===== src/rtl/adder_bist_pkg.sv =====
// Shared definitions for the adder built-in self-test: FSM state encoding
// and the sweep vector width helper.
package adder_bist_pkg;

    typedef enum logic [1:0] {
        ST_IDLE   = 2'd0,
        ST_SETTLE = 2'd1,
        ST_CHECK  = 2'd2,
        ST_DONE   = 2'd3
    } bist_state_e;

    function automatic int vec_width(input int width);
        return 2 * width + 1;
    endfunction

endpackage


===== src/rtl/adder_bist_check.sv =====
// Golden model and comparator: flags when {Cout,S} differs from A+B+Cin.
module adder_bist_check
    import adder_bist_pkg::*;
#(
    parameter int WIDTH = 4
) (
    input  logic [WIDTH-1:0] A,
    input  logic [WIDTH-1:0] B,
    input  logic             Cin,
    input  logic [WIDTH-1:0] S,
    input  logic             Cout,
    output logic             mismatch
);

    logic [WIDTH:0] w_exp;

    assign w_exp    = {1'b0, A} + {1'b0, B} + {{WIDTH{1'b0}}, Cin};
    assign mismatch = ({Cout, S} != w_exp);

endmodule


===== src/rtl/adder4bit_bist.sv =====
// Exhaustive self-test controller for a WIDTH-bit adder: sweeps every
// {Cin,B,A}, waits SETTLE cycles per vector and records mismatches.
module adder4bit_bist
    import adder_bist_pkg::*;
#(
    parameter int WIDTH  = 4,
    parameter int SETTLE = 1
) (
    input  logic               clk,
    input  logic               rst,
    input  logic               start,
    output logic [WIDTH-1:0]   A,
    output logic [WIDTH-1:0]   B,
    output logic               Cin,
    input  logic [WIDTH-1:0]   S,
    input  logic               Cout,
    output logic               busy,
    output logic               done,
    output logic               pass,
    output logic [2*WIDTH+1:0] err_count,
    output logic               fail_valid,
    output logic [2*WIDTH:0]   first_fail
);

    localparam int VW = vec_width(WIDTH);
    localparam int CW = (SETTLE > 1) ? $clog2(SETTLE) : 1;
    localparam logic [CW-1:0] WAIT_LAST = CW'(SETTLE - 1);

    bist_state_e   r_state;
    bist_state_e   w_next;
    logic [VW-1:0] r_v;
    logic [CW-1:0] r_wait;
    logic          r_busy;
    logic          r_done;
    logic          r_pass;
    logic [VW:0]   r_err;
    logic          r_fail_valid;
    logic [VW-1:0] r_first_fail;

    logic          w_mismatch;
    logic          w_last;
    logic [VW:0]   w_err_next;

    // Operands come straight from vector register bits, so they never glitch.
    assign A   = r_v[WIDTH-1:0];
    assign B   = r_v[2*WIDTH-1:WIDTH];
    assign Cin = r_v[2*WIDTH];

    assign busy       = r_busy;
    assign done       = r_done;
    assign pass       = r_pass;
    assign err_count  = r_err;
    assign fail_valid = r_fail_valid;
    assign first_fail = r_first_fail;

    assign w_last     = &r_v;
    assign w_err_next = r_err + {{VW{1'b0}}, w_mismatch};

    adder_bist_check #(
        .WIDTH(WIDTH)
    ) u_check (
        .A       (A),
        .B       (B),
        .Cin     (Cin),
        .S       (S),
        .Cout    (Cout),
        .mismatch(w_mismatch)
    );

    always_ff @(posedge clk or posedge rst) begin
        if (rst) begin
            r_state <= ST_IDLE;
        end else begin
            r_state <= w_next;
        end
    end

    always_comb begin
        w_next = r_state;
        case (r_state)
            ST_IDLE:   if (start) w_next = ST_SETTLE;
            ST_SETTLE: if (r_wait == WAIT_LAST) w_next = ST_CHECK;
            ST_CHECK:  w_next = w_last ? ST_DONE : ST_SETTLE;
            ST_DONE:   w_next = ST_IDLE;
            default:   w_next = ST_IDLE;
        endcase
    end

    always_ff @(posedge clk or posedge rst) begin
        if (rst) begin
            r_v          <= '0;
            r_wait       <= '0;
            r_busy       <= 1'b0;
            r_done       <= 1'b0;
            r_pass       <= 1'b0;
            r_err        <= '0;
            r_fail_valid <= 1'b0;
            r_first_fail <= '0;
        end else begin
            r_done <= 1'b0;
            case (r_state)
                ST_IDLE: begin
                    if (start) begin
                        r_v          <= '0;
                        r_wait       <= '0;
                        r_busy       <= 1'b1;
                        r_pass       <= 1'b0;
                        r_err        <= '0;
                        r_fail_valid <= 1'b0;
                        r_first_fail <= '0;
                    end
                end
                ST_SETTLE: begin
                    r_wait <= (r_wait == WAIT_LAST) ? '0 : r_wait + CW'(1);
                end
                ST_CHECK: begin
                    r_err <= w_err_next;
                    if (w_mismatch && !r_fail_valid) begin
                        r_first_fail <= r_v;
                        r_fail_valid <= 1'b1;
                    end
                    // Verdict includes the final vector's result, hence w_err_next.
                    if (w_last) begin
                        r_done <= 1'b1;
                        r_busy <= 1'b0;
                        r_pass <= (w_err_next == '0);
                    end else begin
                        r_v <= r_v + VW'(1);
                    end
                end
                default: ;
            endcase
        end
    end

endmodule


===== config.mk =====
export PLATFORM = sky130hd
export DESIGN_NAME = adder4bit_bist
export DESIGN_NICKNAME = d
export VERILOG_FILES = /design/src/rtl/adder_bist_pkg.sv /design/src/rtl/adder_bist_check.sv /design/src/rtl/adder4bit_bist.sv
export SDC_FILE = /design/constraint.sdc
export NUM_CORES = 1
export LEC_CHECK = 0
export CAP_MARGIN = 0
export CELL_PAD_IN_SITES_DETAIL_PLACEMENT = 2
export CELL_PAD_IN_SITES_GLOBAL_PLACEMENT = 2
export CORE_MARGIN = 2
export CORE_UTILIZATION = 33
export DETAILED_ROUTE_END_ITERATION = 10
export HOLD_SLACK_MARGIN = 0.15
export PLACE_DENSITY_LB_ADDON = 0.1
export REMOVE_ABC_BUFFERS = 1
export SLEW_MARGIN = 20
export SYNTH_ARGS = -nofsm -noshare
export SYNTH_HDL_FRONTEND = slang
export SYNTH_SLANG_ARGS = --single-unit

===== constraint.sdc =====
create_clock -name clk -period 8.38 [get_ports clk]
set_input_delay 1.676 -clock clk [delete_from_list [all_inputs] [get_ports clk]]
set_output_delay 1.676 -clock clk [all_outputs]
set_load 0.1 [all_outputs]

Yosys cells after proc, flatten, opt, wreduce, memory -nomap -nowiden

Cells that the tools add are included.
W data, S select, Z words.

Bits in registers: 35
Output and inout bits: 32

Multiplexer cells: 23
Add/sub/neg operators: 5
Equal/unequal tests: 9
Reductions and logical operators: 13

Operators by type and width:

| kind                  | count |
|---|---|
| $pmux W9 S2           | 2 |
| $mux W9               | 3 |
| $pmux W10 S2          | 1 |
| $add A10 B1 Y10       | 1 |
| $logic_not A10 Y1     | 1 |
| $mux W10              | 1 |
| $ne A2 B2 Y1 const B  | 5 |
| $add A9 B1 Y9 const B | 1 |
| $reduce_and A3 Y1     | 3 |
| $reduce_and A9 Y1     | 1 |
| $mux W1               | 8 |
| $pmux W1 S2           | 4 |
| $pmux W2 S4           | 1 |
| $mux W2               | 3 |
| $reduce_and A2 Y1     | 3 |
| $add A4 B4 Y5         | 1 |
| $add A5 B1 Y5         | 1 |
| $ne A5 B5 Y1          | 1 |
| $eq A2 B2 Y1 const B  | 2 |
| $reduce_bool A2 Y1    | 2 |
| $eq A2 B1 Y1 const B  | 1 |
| $logic_not A2 Y1      | 1 |
| $add A1 B1 Y1 const B | 1 |
| $logic_and A1 B1 Y1   | 1 |
| $logic_not A1 Y1      | 1 |

Depth between registers and ports, before layout

Gate-level depths: netlist (run 1).

Word-level depth: 7
Gate-level depth with buffers: 16
Depth with buffers taken out: 15

Cells and area by module

A second synthesis (run 1) with hierarchy kept.

Cell total of the unflattened synthesis: 186
Area total of the unflattened synthesis: 1,884.3 µm²

By module, submodules not included:

| module           | instances | area each (µm²) | sequential area each (µm²) | cells each |
|---|---|---|---|---|
| adder4bit_bist   | 1         | 1,701.6         | 850.8                      | 168 |
| adder_bist_check | 1         | 182.7           | 0.0                        | 18 |

Least setup slack after synthesis (run 1)

No wires, ideal clock.

Kind: flip-flop to flip-flop
Start: register r_v[0]
End: register r_pass (netlist: pass)
Required time: 8,311 ps
Cell stages (with the launch flop): 15
Slack: 3,699 ps
Buffers on the path: 1
Data arrival time: 4,612 ps
Library setup time: 69 ps
Cells stage by stage: dfrtp_1 inv_1 fa_1 inv_1 fa_1 xnor2_1 nand2_1 or4_2 ha_1 ha_1 clkbuf_1 xor2_1 or4_1 a2111oi_0 mux2_2

Word-level cells in the longest chain between the ends: 7
Elaborated cells on any way between the ends: 10
Those cells by class: add/sub (3); eq/ne (2); mux (2); reduce/logical (3)

Ends and longest elaborated chain:

| element                | RTL line               | text |
|---|---|---|
| from (decl)            | adder4bit_bist.sv:31   | `logic [VW-1:0] r_v;` |
| from (signal assigned) | adder4bit_bist.sv:128  | `r_v <= r_v + VW'(1);` |
| $add A4 B4 Y5          | adder_bist_check.sv:17 | `assign w_exp = {1'b0, A} + {1'b0, B} + {{WIDTH{1'b0}}, Cin};` |
| $add A5 B1 Y5          | adder_bist_check.sv:17 |  |
| $ne A5 B5 Y1           | adder_bist_check.sv:18 | `assign mismatch = ({Cout, S} != w_exp);` |
| $add A10 B1 Y10        | adder4bit_bist.sv:57   | `assign w_err_next = r_err + {{VW{1'b0}}, w_mismatch};` |
| $logic_not A10 Y1      | adder4bit_bist.sv:126  | `r_pass <= (w_err_next == '0);` |
| $mux W1                | adder4bit_bist.sv:123  | `if (w_last) begin` |
| $pmux W1 S2            | adder4bit_bist.sv:101  | `case (r_state)` |
| to (signal assigned)   | adder4bit_bist.sv:126  |  |
| to (decl)              | adder4bit_bist.sv:35   | `logic r_pass;` |

Parallel ways exist; a longest one is shown, timed or not. The select of a mux whose other input is x is not followed.
A chain may end at the register's enable or synchronous reset.

Worst setup path in the final report (run 1)

Start: input port S[0]
End: register r_pass (netlist: pass)

Word-level cells in the longest chain between the ends: 5

Ends and longest elaborated chain:

| element           | RTL line               | text |
|---|---|---|
| from (decl)       | adder4bit_bist.sv:15   | `input logic [WIDTH-1:0] S,` |
| $ne A5 B5 Y1      | adder_bist_check.sv:18 |  |
| $add A10 B1 Y10   | adder4bit_bist.sv:57   |  |
| $logic_not A10 Y1 | adder4bit_bist.sv:126  |  |
| $mux W1           | adder4bit_bist.sv:123  |  |
| $pmux W1 S2       | adder4bit_bist.sv:101  |  |

Every way passes these cells. The select of a mux whose other input is x is not followed.

==> results.py, run 1 <==
metrics = {
    "sta": {
        "worst_pin_slew_ns": 1.005,
        "fin_skew_ns": 0.008229,
        "slew_headroom": 0.3278,
        "setup-violations-final": 0,
        "finalCriticalPeriod_ns": 4.604,
        "timing.final.crit_share": 0.5494,
        "setup_ws_ns": 3.776,
        "fmax_mhz": 217.2,
        "rsz0062_at_grt": "no",
        "slew_violations": 0,
        "fin_tns_setup_ns": 0,
        "hold_viol": 0,
    },
    "worst_setup_path": {
        "crit_arrival_ns": 4.84,
        "worst_r2r_path_depth": 13,
        "start_kind": "input port",
        "timing.rr.start": "r_v[0]",
        "startpoint": "S[0]",
        "criticalPathCategory": "in2reg",
        "slowest_delay_ns": 0.70,
        "crit_path_top_delay_cell": "or4_2",
        "critical_path.cell_chain": "clkdlybuf4s50_1, xor2_1, nand2_1, or4_2, ha_1, ha_1, xor2_1, or4_1, a2111oi_0, mux2_2",
        "cp.required_ns": 8.61,
        "crit_fanout": 9,
        "end_kind": "flip-flop",
    },
    "clocking": {
        "cts.path.max_buffers": 2,
        "cts_tree": "done",
        "post_cts_buffers": 0,
        "cts.repair.resized": 0,
        "clk_latency_ns": 0.29,
        "cts_made_buffers": 5,
        "htreeDepth": 2,
        "cts.sinks": 34,
        "cts_root_buf": "clkbuf_8",
        "clk_pin_slew_worst_paths_ns": 0.07,
        "hold_buffers": 0,
    },
    "yosys": {
        "yosysSeqAreaShare": 0.4500,
        "syn_inst": 193,
        "yosys.cell_types.count": 35,
        "avgSynthCellArea_sq_um": 9.796,
        "synth_area_sq_um": 1891,
        "yosysWarningCount": 0,
        "ys_seq_elements": 34,
    },
    "grt": {
        "grt_start_max_net_pins": 35,
        "grt_pass1_wl_mm": 9.453,
        "grt_overflow": 0,
        "grt_antenna_before_repair": 0,
        "grt_pass1_vias": 1856,
        "grt_usage": 0.1949,
    },
    "pwr": {
        "power_density_nw_per_um2": 291.7,
        "ir_drop_v": 0.0001501,
        "leakage_nw": 1.091,
    },
    "route": {
        "drt-vias-per-instance": 5.309,
        "first_iter_violations": 46,
        "drt_pre_antenna_iters": 4,
        "routed-via-count": 1614,
        "wl_mm": 5.603,
        "ant_nets": 0,
        "drc": 0,
        "wire_per_inst_um": 18.43,
    },
    "floorplanning": {
        "coreArea_sq_um": 5507,
        "dieArea_sq_um": 6351,
        "die-height_um": 79.69,
        "io_pins": 40,
        "rows": 27,
        "start_util": 0.3433,
        "die-width_um": 79.69,
    },
    "final_layout": {
        "antenna_cells": 0,
        "drive_above_1_share": 0.08621,
        "areaGrowthSynthToFinish_pct": 29.05,
        "fin_cells": 304,
        "final_nets": 248,
    },
    "place": {
        "gp_congestion": 0.7225,
        "dp.final_hpwl_mm": 4.075,
        "placed_cells": 296,
        "port_buffers": 39,
        "dp_slack_ns": 3.447,
    },
    "worst_hold_path": {
        "hp-class": "reg2reg",
        "worstHoldPathCells": 1,
        "hp-start": "busy",
    },
    "flow_run": {
        "max_cap_viol_count": 0,
    },
    "run_status": {
        "outcome": "finished, final reports clean",
    },
}
==> state kept, by name, summed over array words and instances (netlist names) <==
register	cells
r_v	9
pass	1
fail_valid	1
r_state	2
done	1
err_count	10
first_fail	9
busy	1
==> path summary, 6_finish.rpt <==
path                           endpoint  slack [ns]
max in group asynchronous        r_v[6]        6.26
hold reg to reg                    busy        0.50
setup reg to reg                   pass        4.05
setup / recovery                   pass        3.78
hold / removal                     busy        0.50
min in group asynchronous  err_count[4]        1.79
==> metal layers <==
metal  wire length (um)  share of wire  up-vias  track usage
li1                   -              -      751            -
met1               2630           0.47      829       0.2601
met2               2729           0.49       27       0.3160
met3                188          0.034        7      0.04525
met4                 54         0.0096        0      0.05517
met5                  0              0        -            0
==> cells in the mapped netlist, drive strengths merged <==
cell,number,area (sq um)
nor2,11,41.29
nand2b,2,12.51
nor4,1,6.260
a211o,1,8.760
nand2,22,82.58
fa,2,40.04
a2111oi,1,8.760
mux2i,3,30.03
nand4,5,31.28
a211oi,1,7.510
a21oi,4,23.77
nand3,10,50.05
dfrtp,34,850.8
mux2,7,78.83
and3,2,12.51
a22o,2,17.52
o41ai,2,36.29
or4,3,23.77
a31oi,4,25.02
nor2b,7,43.79
inv,8,30.03
o21ai,20,100.1
nor3,2,15.01
ha,7,87.58
o31ai,1,7.510
clkbuf,9,33.78
a21o,3,22.52
xnor2,10,87.58
xor2,7,61.31
o21bai,1,7.510
or3,1,6.260
==> through the flow <==
step	hold slack (ns)	power (W)	util	instance area, sq um
detailed placement	0.4901	0.0005893	0.4258	2345
floorplan	0.5151	0.0004856	-	1857
CTS	0.5117	0.0007242	0.4431	2440
finish	0.5042	0.0007118	0.4431	2440
global route	0.5410	0.0007573	0.4431	2440
global placement	0.4628	0.0005782	0.4258	2345
==> cells in the final DEF, fill, tap and decap left out, types with 4 or more instances in the layout <==
master / n
clkdlybuf4s50_1: 39
dfrtp_1: 34
nand2_1: 22
o21ai_0: 20
nor2_1: 11
xnor2_1: 10
nand3_1: 10
inv_1: 8
nor2b_1: 7
xor2_1: 7
mux2_2: 7
ha_1: 7
clkbuf_8: 6
nand4_1: 5
a31oi_1: 4
==> cell families (layout without fill, tap and decap cells) <==
family / count (synthesis) / count (layout) / share of synthesized area
simple gates: 66 / 66 / 0.1721
flops: 34 / 34 / 0.4500
xor+xnor: 17 / 17 / 0.07875
buf+inv: 17 / 56 / 0.03375
compound gates: 40 / 40 / 0.1403
fa+ha+maj: 9 / 9 / 0.06750
mux: 10 / 10 / 0.05758
==> worst max-delay path, delay by kind of cell <==
family,cells,cell delay (ns)
xor+xnor,2,0.34
mux,1,0.22
simple gates,3,1.24
compound gates,1,0.36
fa+ha+maj,2,0.54
buf+inv,1,0.48
==> power breakdown <==
group | switching (W) | internal, W | total (W)
Clock | 0.0000631 | 0.0000660 | 0.000129
Sequential | 0.0000387 | 0.000188 | 0.000227
Combinational | 0.000260 | 0.0000963 | 0.000356
==> area by class of cell <==
type	instances	area, sq um
Fill cell	590	3067
Multi-Input combinational cell	142	975.9
Sequential cell	34	850.8
Timing Repair Buffer	40	397.9
Tap cell	72	90.09
Clock buffer	6	82.58
Inverter	8	30.03
Clock inverter	2	12.51
(Power assumes the default switching activity.)
==> run 2, diff against run 1 <==
--- a/config.mk
+++ b/config.mk
@@ -9,7 +9,7 @@
 export CELL_PAD_IN_SITES_DETAIL_PLACEMENT = 2
 export CELL_PAD_IN_SITES_GLOBAL_PLACEMENT = 2
 export CORE_MARGIN = 2
-export CORE_UTILIZATION = 33
+export CORE_UTILIZATION = 31
 export DETAILED_ROUTE_END_ITERATION = 10
 export HOLD_SLACK_MARGIN = 0.15
 export PLACE_DENSITY_LB_ADDON = 0.1
==> constraint.sdc (replaced) <==
create_clock -name clk -period 4.3 [get_ports clk]
set_input_delay 0.86 -clock clk [delete_from_list [all_inputs] [get_ports clk]]
set_output_delay 0.86 -clock clk [all_outputs]
set_load 0.1 [all_outputs]
==> results.py, run 2 (synthesis gave the netlist of run 1 again) <==
metrics = {
    "run_status": {
        "outcome": "finished, final reports clean",
    },
    "worst_setup_path": {
        "crit_path_top_delay_cell": "or4_2",
        "startpoint": "r_v[4]",
        "rrSetupSlack_ns": 0.24,
        "slowest_delay_ns": 0.70,
        "crit_arrival_ns": 4.28,
        "cp.required_ns": 4.52,
        "criticalPathCategory": "reg2reg",
        "path_delay_family": "simple AND/OR/NAND/NOR gates",
        "end_kind": "flip-flop",
        "timing.rr.start": "r_v[4]",
        "crit-reg2reg-capture": "pass",
        "crit_fanout": 4,
        "critical_path.cell_chain": "inv_1, fa_1, inv_1, fa_1, xnor2_1, nand2_1, or4_2, ha_1, ha_2, or4_1, a2111oi_2, mux2_2",
        "start_kind": "flip-flop",
        "worst-path-buf-inv": 2,
        "worst_r2r_path_depth": 12,
    },
    "sta": {
        "finalCriticalPeriod_ns": 4.060,
        "hold_viol": 0,
        "fmax_mhz": 246.3,
        "setup-violations-final": 0,
        "slew_headroom": 0.3460,
        "worst_pin_slew_ns": 0.9779,
        "slew_violations": 0,
        "fin_tns_setup_ns": 0,
        "fin_skew_ns": 0.008466,
        "rsz0062_at_grt": "no",
        "timing.final.crit_share": 0.9441,
        "hold_slack_ns": 0.4870,
    },
    "floorplanning": {
        "dieArea_sq_um": 6740,
        "coreArea_sq_um": 5921,
        "io_pins": 40,
        "start_util": 0.3193,
        "die-width_um": 82.10,
        "rows": 28,
        "die-height_um": 82.10,
    },
    "final_layout": {
        "antenna_cells": 0,
        "final_nets": 250,
        "drive_above_1_share": 0.09013,
        "largest_reg_flops": 10,
        "final_common_cell": "clkdlybuf4s50_1",
        "areaGrowthSynthToFinish_pct": 29.52,
        "final_cell_mix": "39 x clkdlybuf4s50_1, 34 x dfrtp_1, 22 x nand2_1",
    },
    "grt": {
        "grt_usage": 0.1849,
        "grt_start_max_net_pins": 35,
        "grt_use_met3": 0.03587,
        "grt_overflow": 0,
        "grt_pass1_wl_mm": 9.177,
        "use_met2": 0.2813,
        "grt_busiest_layer": "met2",
        "grt.met1_usage": 0.2672,
        "grt_antenna_before_repair": 0,
        "grt_pass1_vias": 1698,
    },
    "clocking": {
        "post_cts_buffers": 0,
        "cts.repair.resized": 0,
        "clk_pin_slew_worst_paths_ns": 0.07,
        "htreeDepth": 2,
        "cts_root_buf": "clkbuf_8",
        "cts.sinks": 34,
        "hold_buffers": 0,
        "cts_tree": "done",
        "cts.path.max_buffers": 2,
        "cts_made_buffers": 5,
        "clk_latency_ns": 0.28,
    },
    "worst_hold_path": {
        "worstHoldPathCells": 1,
        "min_to": "busy",
        "hp-start": "busy",
        "hp-class": "reg2reg",
    },
    "pwr": {
        "ir_drop_v": 0.0002777,
        "leakage_nw": 1.091,
        "power_w": 0.001382,
        "power_density_nw_per_um2": 564.4,
    },
    "route": {
        "drt_pre_antenna_iters": 4,
        "drt-vias-per-instance": 5.224,
        "drc": 0,
        "ant_nets": 0,
        "first_iter_violations": 56,
        "routed-via-count": 1609,
        "wl_mm": 5.685,
        "wire_per_inst_um": 18.46,
    },
    "place": {
        "dp.final_hpwl_mm": 4.134,
        "port_buffers": 39,
        "gp_congestion": 0.7738,
    },
    "flow_run": {
        "max_cap_viol_count": 0,
    },
}
-- run 2: changes by cell type in the layout (fill, tap and decap cells not counted), sizes merged --
cell,before,now
clkbuf,6,7
clkinvlp,1,0
clkinv,1,0
buf,1,3
-- run 2: per-layer routing --
| layer | wire length (um) | part of all wire |
|---|---|---|
| met1 | 2707 | 0.48 |
| met2 | 2704 | 0.48 |
| met3 | 215 | 0.038 |
| met4 | 58 | 0.010 |
| met5 | 0 | 0 |
-- run 2: how the worst max path moves through the flow --
stage	depth (start not counted)	to
2_1_floorplan	13	pass
3_3_place_gp	13	pass
3_5_place_dp	13	pass
4_1_cts	13	pass
5_1_grt	13	pass
6_report	12	pass
-- run 2: cell type report --
type	instances	area [sq um]
Multi-Input combinational cell	142	984.7
Sequential cell	34	850.8
Fill cell	649	3472
Inverter	8	30.03
Timing Repair Buffer	42	412.9
Clock buffer	7	76.32
Tap cell	75	93.84
-- run 2: metrics by stage --
stage	area (sq um)	utilization	instances	setup WS, ns
floorplan	1857	-	184	-0.3247
global placement	2364	0.3992	301	0.2965
detailed placement	2364	0.3992	301	0.04541
CTS	2440	0.4121	308	0.01258
global route	2449	0.4136	308	0.02386
finish	2449	0.4136	308	0.2404
-- run 2: worst register-to-register path, stage by stage (launching register included) --
cell	delay, ns
dfrtp_1	0.38
inv_1	0.11
fa_1	0.43
inv_1	0.09
fa_1	0.42
xnor2_1	0.16
nand2_1	0.11
or4_2	0.70
ha_1	0.24
ha_2	0.28
or4_1	0.56
a2111oi_2	0.30
mux2_2	0.20
-- run 2: report_power, final --
part           switching (W)  internal, W
clock               0.000112     0.000111
sequential         0.0000639     0.000367
combinational       0.000528     0.000200
total               0.000704     0.000678
==> edit: new RTL, flow settings as in run 2 <==
Register the inputs `start`, `S` and `Cout` before use, without a reset. The logic sees them one clock later.
--- a/src/rtl/adder4bit_bist.sv
+++ b/src/rtl/adder4bit_bist.sv
@@ -25,6 +25,16 @@
     localparam int VW = vec_width(WIDTH);
     localparam int CW = (SETTLE > 1) ? $clog2(SETTLE) : 1;
     localparam logic [CW-1:0] WAIT_LAST = CW'(SETTLE - 1);
+
+    logic start_q;
+    logic [WIDTH-1:0] S_q;
+    logic Cout_q;
+
+    always_ff @(posedge clk) begin
+        start_q <= start;
+        S_q     <= S;
+        Cout_q  <= Cout;
+    end
 
     bist_state_e   r_state;
     bist_state_e   w_next;
@@ -62,8 +72,8 @@
         .A       (A),
         .B       (B),
         .Cin     (Cin),
-        .S       (S),
-        .Cout    (Cout),
+        .S       (S_q),
+        .Cout    (Cout_q),
         .mismatch(w_mismatch)
     );
 
@@ -78,7 +88,7 @@
     always_comb begin
         w_next = r_state;
         case (r_state)
-            ST_IDLE:   if (start) w_next = ST_SETTLE;
+            ST_IDLE:   if (start_q) w_next = ST_SETTLE;
             ST_SETTLE: if (r_wait == WAIT_LAST) w_next = ST_CHECK;
             ST_CHECK:  w_next = w_last ? ST_DONE : ST_SETTLE;
             ST_DONE:   w_next = ST_IDLE;
@@ -100,7 +110,7 @@
             r_done <= 1'b0;
             case (r_state)
                 ST_IDLE: begin
-                    if (start) begin
+                    if (start_q) begin
                         r_v          <= '0;
                         r_wait       <= '0;
                         r_busy       <= 1'b1;
Behaviour: not the same (a bounded check fails within 4 cycles, from zero or initial values and one cycle with rst high).
==> edit against run 2 <==
  * Routed wire length rose by 2.8%
  * Final area is 7.1% higher
  * Area after synthesis increased by 5.8%
  * Total power up 6.4%
  * Fmax increased by 0.33%
  * Non-clock buffer count unchanged
  * First-iteration DRC count up 14%
  * Setup slack better by 13 ps
  * Sequential cell count is 6 higher
  * Cell count grew 2.3%
  * Core utilization rose by 0.40 points
  * Largest cell class unchanged
==> edit: results (changes against run 2) <==
Run status: completed
Critical Path Source: r_v[8]$_DFFE_PP0P_
Most frequent cells after synthesis: dfrtp_1, o21ai_0, nand2_1
Worst reg-to-reg path cell count: 14 (+2)
Leak pwr: 1.19 nW (+8.7%)
CP Max Fanout: 9 (+5)
P_seq: 0.000484 W (+12%)
Critical path's top delay family: adder cells
Asr flop ratio synth: 85.0% (-15 points)
CP max stage delay: 630 ps (-70 ps)
H-tree levels: 2 (unchanged)
Peak VDD IR: 0.303 mV (+9.1%)
First-pass GRT wire length: 9930 um (+8.2%)
Vias after detailed routing: 1655 (+2.9%)
Gpl congestion: 0.768 (-0.72%)
CTS clk-pin slew, worst paths: 80 ps
Fin crit share: 94.1% (-0.31 points)
Filler Cell Count: 672 (+3.5%)
DR pass1 iterations: 4 (unchanged)
Clk buf depth: 2 (unchanged)
Synth cell types: 34 (-2.9%)
Combinational power: 0.000617 W (-15%)
Psw: 0.000651 W (-7.5%)
Pin count of the biggest net entering global routing: 23 (-34%)
Post-placement cell area: 0.00247 sq mm (+4.6%)
Fin Clk Skew: 9.26 ps (+0.798 ps)
Share of layout cells above drive strength 1: 10.5% (+1.5 points)
Main area contributors after synthesis: dfrtp_1, dfxtp_1, o21ai_0
Vias in the first global route: 1856 (+9.3%)
Pre-CTS setup slack: -27.6 ps (-73.1 ps)
DRT iter0 DRCs: 64 (+14%)
Reg2reg end: pass$_DFFE_PP0P_
Hpwl dp: 4280 um (+3.4%)
Rel. slew slack: 33.4% (-1.2 points)
GRT Util Overall: 17.8% (-0.74 points)
Total Wirelength: 5850 um (+2.8%)
Worst-Skew Late Latency: 300 ps (+20 ps)
Ant diodes: 0 (unchanged)
Register area share after synthesis: 48.5% (+3.5 points)
Post_cts resized: 1 (+1)
Data arrival, critical path: 4290 ps (about the same)
Nets@finish: 254 (+1.6%)
Register bit total from synthesis: 40 (+18%)
[edit: layout make-up]
class	count	area (sq um)	share of cell area (%)
inverter	8	30.0	1.15
clock buffer	6	72.6	2.77
clock inverter	2	60.1	2.29
tap	77	96.3	3.68
multi-input combinational	140	977	37.3
timing repair buffer	42	413	15.8
sequential	40	972	37.1
[edit: worst min-delay path by stage]
| stage | startpoint | cells past startpoint | slack (ps) | to |
|---|---|---|---|---|
| 3_5_place_dp | busy$_DFFE_PP0P_ | 1 | 480 | busy$_DFFE_PP0P_ |
| 4_1_cts | busy$_DFFE_PP0P_ | 1 | 500 | busy$_DFFE_PP0P_ |
| 2_1_floorplan | r_state[1]$_DFFE_PP0P_ | 1 | 520 | r_state[1]$_DFFE_PP0P_ |
| 5_1_grt | busy$_DFFE_PP0P_ | 1 | 540 | busy$_DFFE_PP0P_ |
| 3_3_place_gp | busy$_DFFE_PP0P_ | 1 | 460 | busy$_DFFE_PP0P_ |
| 6_report | busy$_DFFE_PP0P_ | 1 | 490 | busy$_DFFE_PP0P_ |
[edit: logic make-up (layout without fill, tap and decap cells)]
group                      count (synthesis)  after routing  synth area share (%)
and+or+nand+nor                           64             64                  15.9
xor gates and xnor gates                  16             16                  7.00
buffers and inverters                     16             58                  3.06
AOI/OAI and AO/OA                         40             40                  13.1
DFF                                       40             40                  48.5
adders and majority gates                  9              9                  6.38
muxes                                     11             11                  6.00
[edit: per-stage QoR]
step                total power (W)  std cells  hold WS [ps]
global placement            0.00109        306           465
finish                      0.00147        315           491
detailed placement          0.00110        306           477
CTS                         0.00148        314           497
global route                0.00155        315           540
floorplan                  0.000923        188           515
[edit: layer usage]
metal,part of all wire (%),global-route usage [%],up-vias
met5,0,0,-
met4,1.0,4.33,0
met3,3.3,3.74,7
met2,48,28.9,25
met1,48,24.3,855
li1,-,-,768
